`src/rtl/dot_frame_source.sv`:
```
// dot_frame_source: double-buffered 16x16 column source with tear-free swap and background back-buffer clear
module dot_frame_source #(
  parameter int COLS = 16,
  parameter int AW   = 4,
  parameter int DW   = 16
) (
  input  logic          CLK,
  input  logic          RESET,
  input  logic          wr_en,
  input  logic [AW-1:0] wr_addr,
  input  logic [DW-1:0] wr_data,
  input  logic          swap_req,
  input  logic          clr_req,
  input  logic [AW-1:0] column_seg,
  output logic [DW-1:0] in_column,
  output logic          LOAD,
  output logic          IN_CLR,
  output logic          swap_pend,
  output logic          busy
);
  typedef enum logic {IDLE, CLEAR} state_t;
  state_t state, state_nx;
  logic [DW-1:0] mem [2][COLS];
  logic [AW-1:0] shadow, clr_addr;
  logic front, load_q, change, boundary, swap_now, wr_fire;
  logic [DW-1:0] fetch;
  always_ff @(posedge CLK or posedge RESET)
    if (RESET) state <= IDLE;
    else state <= state_nx;
  always_comb
    state_nx = (state == IDLE) ? (clr_req ? CLEAR : IDLE)
                               : (clr_addr == AW'(COLS-1) ? IDLE : CLEAR);
  always_comb
    busy = (state == CLEAR);
  // a write to the pre-swap back buffer at the swapped-in column must reach the fetch directly
  always_comb begin
    change   = column_seg != shadow;
    boundary = change && shadow == AW'(COLS-1) && column_seg == '0;
    swap_now = boundary && (swap_pend || swap_req) && state == IDLE;
    wr_fire  = wr_en && !clr_req && state == IDLE;
    fetch    = (swap_now && wr_fire && wr_addr == column_seg) ? wr_data
                                                              : mem[front ^ swap_now][column_seg];
    LOAD     = load_q && !change;
  end
  always_ff @(posedge CLK or posedge RESET)
    if (RESET) begin
      for (int i = 0; i < 2; i++)
        for (int j = 0; j < COLS; j++)
          mem[i][j] <= '0;
      front     <= 1'b0;
      shadow    <= '1;
      load_q    <= 1'b0;
      IN_CLR    <= 1'b0;
      swap_pend <= 1'b0;
      in_column <= '0;
      clr_addr  <= '0;
    end else begin
      shadow    <= column_seg;
      load_q    <= change;
      IN_CLR    <= swap_now;
      swap_pend <= swap_now ? 1'b0 : (swap_pend || swap_req);
      clr_addr  <= (state == CLEAR) ? clr_addr + 1'b1 : '0;
      if (change) in_column <= fetch;
      if (swap_now) front <= !front;
      if (state == CLEAR) mem[!front][clr_addr] <= '0;
      else if (wr_fire) mem[!front][wr_addr] <= wr_data;
    end
endmodule

```
`config.mk`:
```
export PLATFORM = sky130hd
export DESIGN_NAME = dot_frame_source
export DESIGN_NICKNAME = d
export VERILOG_FILES = /design/src/rtl/dot_frame_source.sv
export SDC_FILE = /design/constraint.sdc
export NUM_CORES = 1
export LEC_CHECK = 0
export ABC_CLOCK_PERIOD_IN_PS = 17900
export CAP_MARGIN = 5
export CELL_PAD_IN_SITES_DETAIL_PLACEMENT = 2
export CELL_PAD_IN_SITES_GLOBAL_PLACEMENT = 2
export CORE_ASPECT_RATIO = 1.1
export CORE_MARGIN = 3
export CORE_UTILIZATION = 39
export CTS_CLUSTER_DIAMETER = 200
export DETAILED_ROUTE_END_ITERATION = 6
export MAX_ROUTING_LAYER = met4
export PLACE_DENSITY = 0.86
export SYNTH_ARGS = -nofsm -noshare
export SYNTH_HDL_FRONTEND = slang
export SYNTH_SLANG_ARGS = --single-unit
export TNS_END_PERCENT = 1
```
`constraint.sdc`:
```
create_clock -name CLK -period 17.9 [get_ports CLK]
set_input_delay 1.79 -clock CLK [delete_from_list [all_inputs] [get_ports CLK]]
set_output_delay 1.79 -clock CLK [all_outputs]
set_load 0.005 [all_outputs]
```
# Word-level counts from Yosys, hierarchy flattened
# Index checks and enable logic that the tools add are counted.
# op_classes
n_addsub	1
magnitude_cmp	8
n_eq_ne	4
n_mux	23
n_bitwise	9
reduce_logical	18
# op_table
op	count
two-way mux 256 bit	5
two-way mux 512 bit	2
bitwise AND 512 bit	1
bitwise mux 512 bit	1
demux 256 bit (select 1 bit)	2
inverter 512 bit	1
demux 16 bit (select 4 bit)	2
two-way mux 16 bit	5
binary-select mux 16 bit (select 4 bit)	1
greater-or-equal comparator 5 bit (second input constant)	3
inverter 4 -> 5 bit	3
logical AND 1 bit	12
< comparator 5 x 1 -> 1 bit (second input constant)	2
equality test 4 bit (second input constant)	2
adder 4 x 1 -> 4 bit (second input constant)	1
equality test 4 bit	1
greater-or-equal comparator 2 bit (second input constant)	2
zero test 4 bit	1
two-way mux 1 bit	4
two-way mux 4 bit	1
!= test 4 bit	1
inverter 1 -> 2 bit	2
zero test 1 bit	3
< comparator 2 x 1 -> 1 bit (second input constant)	1
other kinds (4)	4
# totals
reg_bits	541
in_bits	29
output_inout_bits	20

# Longest topological paths before layout
# logic_depth
word_depth	14
mapped_depth	12
depth_no_buf	8

# Worst setup path before layout
# Ideal clock, no wire load.
# synth_timing
path_kind	input to output
start	input port column_seg[2]
end	output port LOAD
t_arrival_ps	2936
t_required_ps	16110
setup_slack_ps	13174
path_stages	6
n_path_buf	3
path_cell_list	buf_2 -> xnor2_1 -> and4_1 -> clkbuf_1 -> clkbuf_1 -> and2_1
# synth_between
elab_chain_cells	3
# synth_lines
element	line	source
from (decl)	14	input logic [AW-1:0] column_seg,
!= test 4 bit	37	change = column_seg != shadow;
zero test 1 bit	43	LOAD = load_q && !change;
logical AND 1 bit	43	
to (decl)	16	output logic LOAD,
# Every way passes these cells.

# Worst setup path in the final report
# layout_timing
start	input port column_seg[3]
end	output port LOAD
# Same word-level chain as after synthesis.

==> results.sh <==
export IMPL_status="finished, final reports clean"
export IMPL_worstHoldStart="mem[195]$_DFFE_PP0P_"
export IMPL_die_area_sq_um=66000
export IMPL_netlist_instances=2112
export IMPL_rrSetupSlack_ns=13.75
export IMPL_root_buffer="clkbuf_16"
export IMPL_synth_top_area_share=0.547
export IMPL_slew_violations=0
export IMPL_start_kind="input port"
export IMPL_dr_pass1_iters=5
export IMPL_powerDensity_nw_per_um2=110
export IMPL_place_congestion=0.924
export IMPL_synthTopCellsByArea="dfrtp_1 (55%), a22o_1 (18%), mux4_2 (2.9%)"
export IMPL_vias=21500
export IMPL_async_reset_ff_frac=1.00
export IMPL_crit_arrival_ns=3.69
export IMPL_cts_setup_buffers=0
export IMPL_r2r_end="in_column[8]$_DFFE_PP0P_"
export IMPL_worstRegToRegCells=9
export IMPL_min_to="mem[195]$_DFFE_PP0P_"
export IMPL_hold_class="reg2reg"
export IMPL_skew_ns=0.0302
export IMPL_synthFlopType="dfrtp_1"
export IMPL_grt_overflow_total=0
export IMPL_utilization=0.450
export IMPL_holdBufCountCts=0
export IMPL_finalSetupTns_ns=0
export IMPL_synth_commonest_cells="dfrtp_1 (537), a22o_1 (513), nand2_1 (161)"
export IMPL_grt_start_max_net_pins=146
export IMPL_start_util=0.398
export IMPL_finalSetupViolCount=0
export IMPL_crit_path_max_fanout=40
export IMPL_post_drt_wl_per_cell_um=39.0
export IMPL_finalWirelength_um=115000
export IMPL_relSlewSlack=0.0844
export IMPL_clk_insertion_delay_late_ns=0.65
export IMPL_yosysWarnings=0
export IMPL_synth_seq_cells=541
export IMPL_fmax_ghz=0.182
export IMPL_period_needed_ns=5.48
export IMPL_worst_pin_slew_ns=1.37
export IMPL_area_growth_pct=13.1
export IMPL_cts_buffers=57
export IMPL_finalHoldViolCount=0
export IMPL_clkTransAtPathRegs_ns=0.06
export IMPL_ios=49
export IMPL_worstSetupEndpointType="primary output"
export IMPL_drive_gt1_frac=0.137
export IMPL_post_dp_hpwl_um=69800
export IMPL_slowest_stage="buf_4"
export IMPL_period_share=0.306
export IMPL_fp_coreArea_sq_um=61700
export IMPL_die_h_um=269
export IMPL_worst_setup_path_type="in2out"
export IMPL_clock_sinks=541
export IMPL_cts_resized=0
export IMPL_holdPathStages=1
export IMPL_synth_cell_types=75
export IMPL_yosysMostFrequentCell="dfrtp_1"
export IMPL_grt_setup_unrepaired="no"
export IMPL_portBuffers=48
export IMPL_p_leak_nw=12.6
export IMPL_cts_tree="yes"
export IMPL_rows=95
export IMPL_antenna_found_initial=6
export IMPL_fill_cells=5984
export IMPL_drv_cap=0
export IMPL_synth_edf_count=0
export IMPL_syn_nets=2145
export IMPL_cp_slowest_stage_delay_ns=0.54
export IMPL_layout_nets=2112
export IMPL_grt_usage=0.357
export IMPL_cp_required_ns=16.11
export IMPL_grt_pass1_vias=23800
export IMPL_yosys_area_top_type="dfrtp_1"
export IMPL_syn_area_sq_um=24600
export IMPL_vias_per_cell=7.26
export IMPL_avgSynthCellArea_sq_um=11.6
export IMPL_grt_pass1_wl_um=170000
export IMPL_r2r_start="busy$_DFF_PP0_"
export IMPL_ctsHtreeMaxLevel=2
export IMPL_peakVddDrop_uv=75.9
export IMPL_seq_area_frac_synth=0.551
export IMPL_drc=0
export IMPL_ant_nets=0
export IMPL_cts_path_max_buffers=3
export IMPL_die_w_um=245
export IMPL_path_cells="buf_2, buf_4, xnor2_1, and4_1, and2_1, clkdlybuf4s50_1"
export IMPL_drt_initial_drc_count=2823
report_power, final:
| part | internal [mW] | leakage [nW] | switching, mW |
|---|---|---|---|
| logic | 0.125 | 4.21 | 0.303 |
| clock network | 0.727 | 0.950 | 0.546 |
| registers | 1.28 | 7.48 | 0.0590 |
placed cells by master, fill, tap and decap left out, types with 8 or more instances in the layout:
master	instances
clkinv_2	9
mux2_2	24
buf_2	8
clkbuf_16	57
and2_1	9
nand2_1	161
a221oi_1	8
mux4_2	32
o22ai_1	40
dfrtp_1	536
or3_1	11
xnor2_1	8
nor2_1	77
o21ai_0	21
clkdlybuf4s50_1	39
nor3_1	29
nand2b_1	12
diode_2	8
clkbuf_1	12
a22oi_1	20
nand3_1	60
mux2i_1	41
a32oi_1	8
a211oi_1	14
a31oi_1	25
a22o_1	513
inv_1	17
buf_4	82
clkbuf_8	13
o21ai_1	12
nand4_1	14
nor2_2	9
a21oi_1	54
through the flow:
stage,setup slack [ns],instances,total power [mW],cell area (sq um),hold slack [ns]
after floorplan,0.995,2112,1.57,24600,0.459
after global placement,12.28,2844,1.74,25800,0.476
after detailed placement,12.15,2844,1.76,25800,0.477
after CTS,12.51,2948,3.03,27800,0.501
after global routing,12.39,2953,3.12,27800,0.511
final,12.42,2956,3.04,27800,0.498
cells by family (layout without fill, tap and decap cells):
family,Yosys count,in the layout,synth area share
simple gates,432,432,0.0834
flops,541,541,0.551
xor+xnor,10,10,0.00357
buf+inv,243,255,0.0420
compound gates,779,779,0.258
mux,103,103,0.0598
other cells,0,8,0
fa+ha+maj,4,4,0.00204
worst max-delay path, delay by kind of cell:
kind / cells / cell delay, ns
buffers and inverters: 3 / 1.20
and+or+nand+nor: 2 / 0.46
xor gates and xnor gates: 1 / 0.20
worst max path at each step:
stage	start	end	slack, ns	cells after the start
global placement	swap_req	in_column[2]$_DFFE_PP0P_	12.28	10
floorplan	RESET	IN_CLR$_DFF_PP0_	0.99	1
global route	column_seg[3]	LOAD	12.39	6
finish	column_seg[3]	LOAD	12.42	6
CTS	column_seg[3]	LOAD	12.51	6
detailed placement	swap_req	in_column[2]$_DFFE_PP0P_	12.15	10
per-layer routing:
layer  global-route usage  routed length (um)
met1                0.419               40900
met2                0.531               51800
met3               0.0998               12700
met4                0.249                9880
met5                    -                   0
cell type report:
class / count / area (sq um) / share of cell area
clock inverters: 22 / 293 / 0.0105
flip-flops and latches: 541 / 13500 / 0.487
well taps: 824 / 1030 / 0.0371
diodes: 8 / 20.0 / 0.000720
repair buffers: 130 / 1070 / 0.0384
inverters: 21 / 88.8 / 0.00320
clock buffers: 82 / 1650 / 0.0594
multi-input cells: 1328 / 10100 / 0.363
flip-flops by register name, indices dropped and copies added (netlist names):
| signal | flops |
|---|---|
| mem | 512 |
| in_column | 16 |
| clr_addr | 4 |
| shadow | 4 |
| IN_CLR | 1 |
| busy | 1 |
| front | 1 |
| load_q | 1 |
| swap_pend | 1 |
Power figures use the tool's default switching activity.
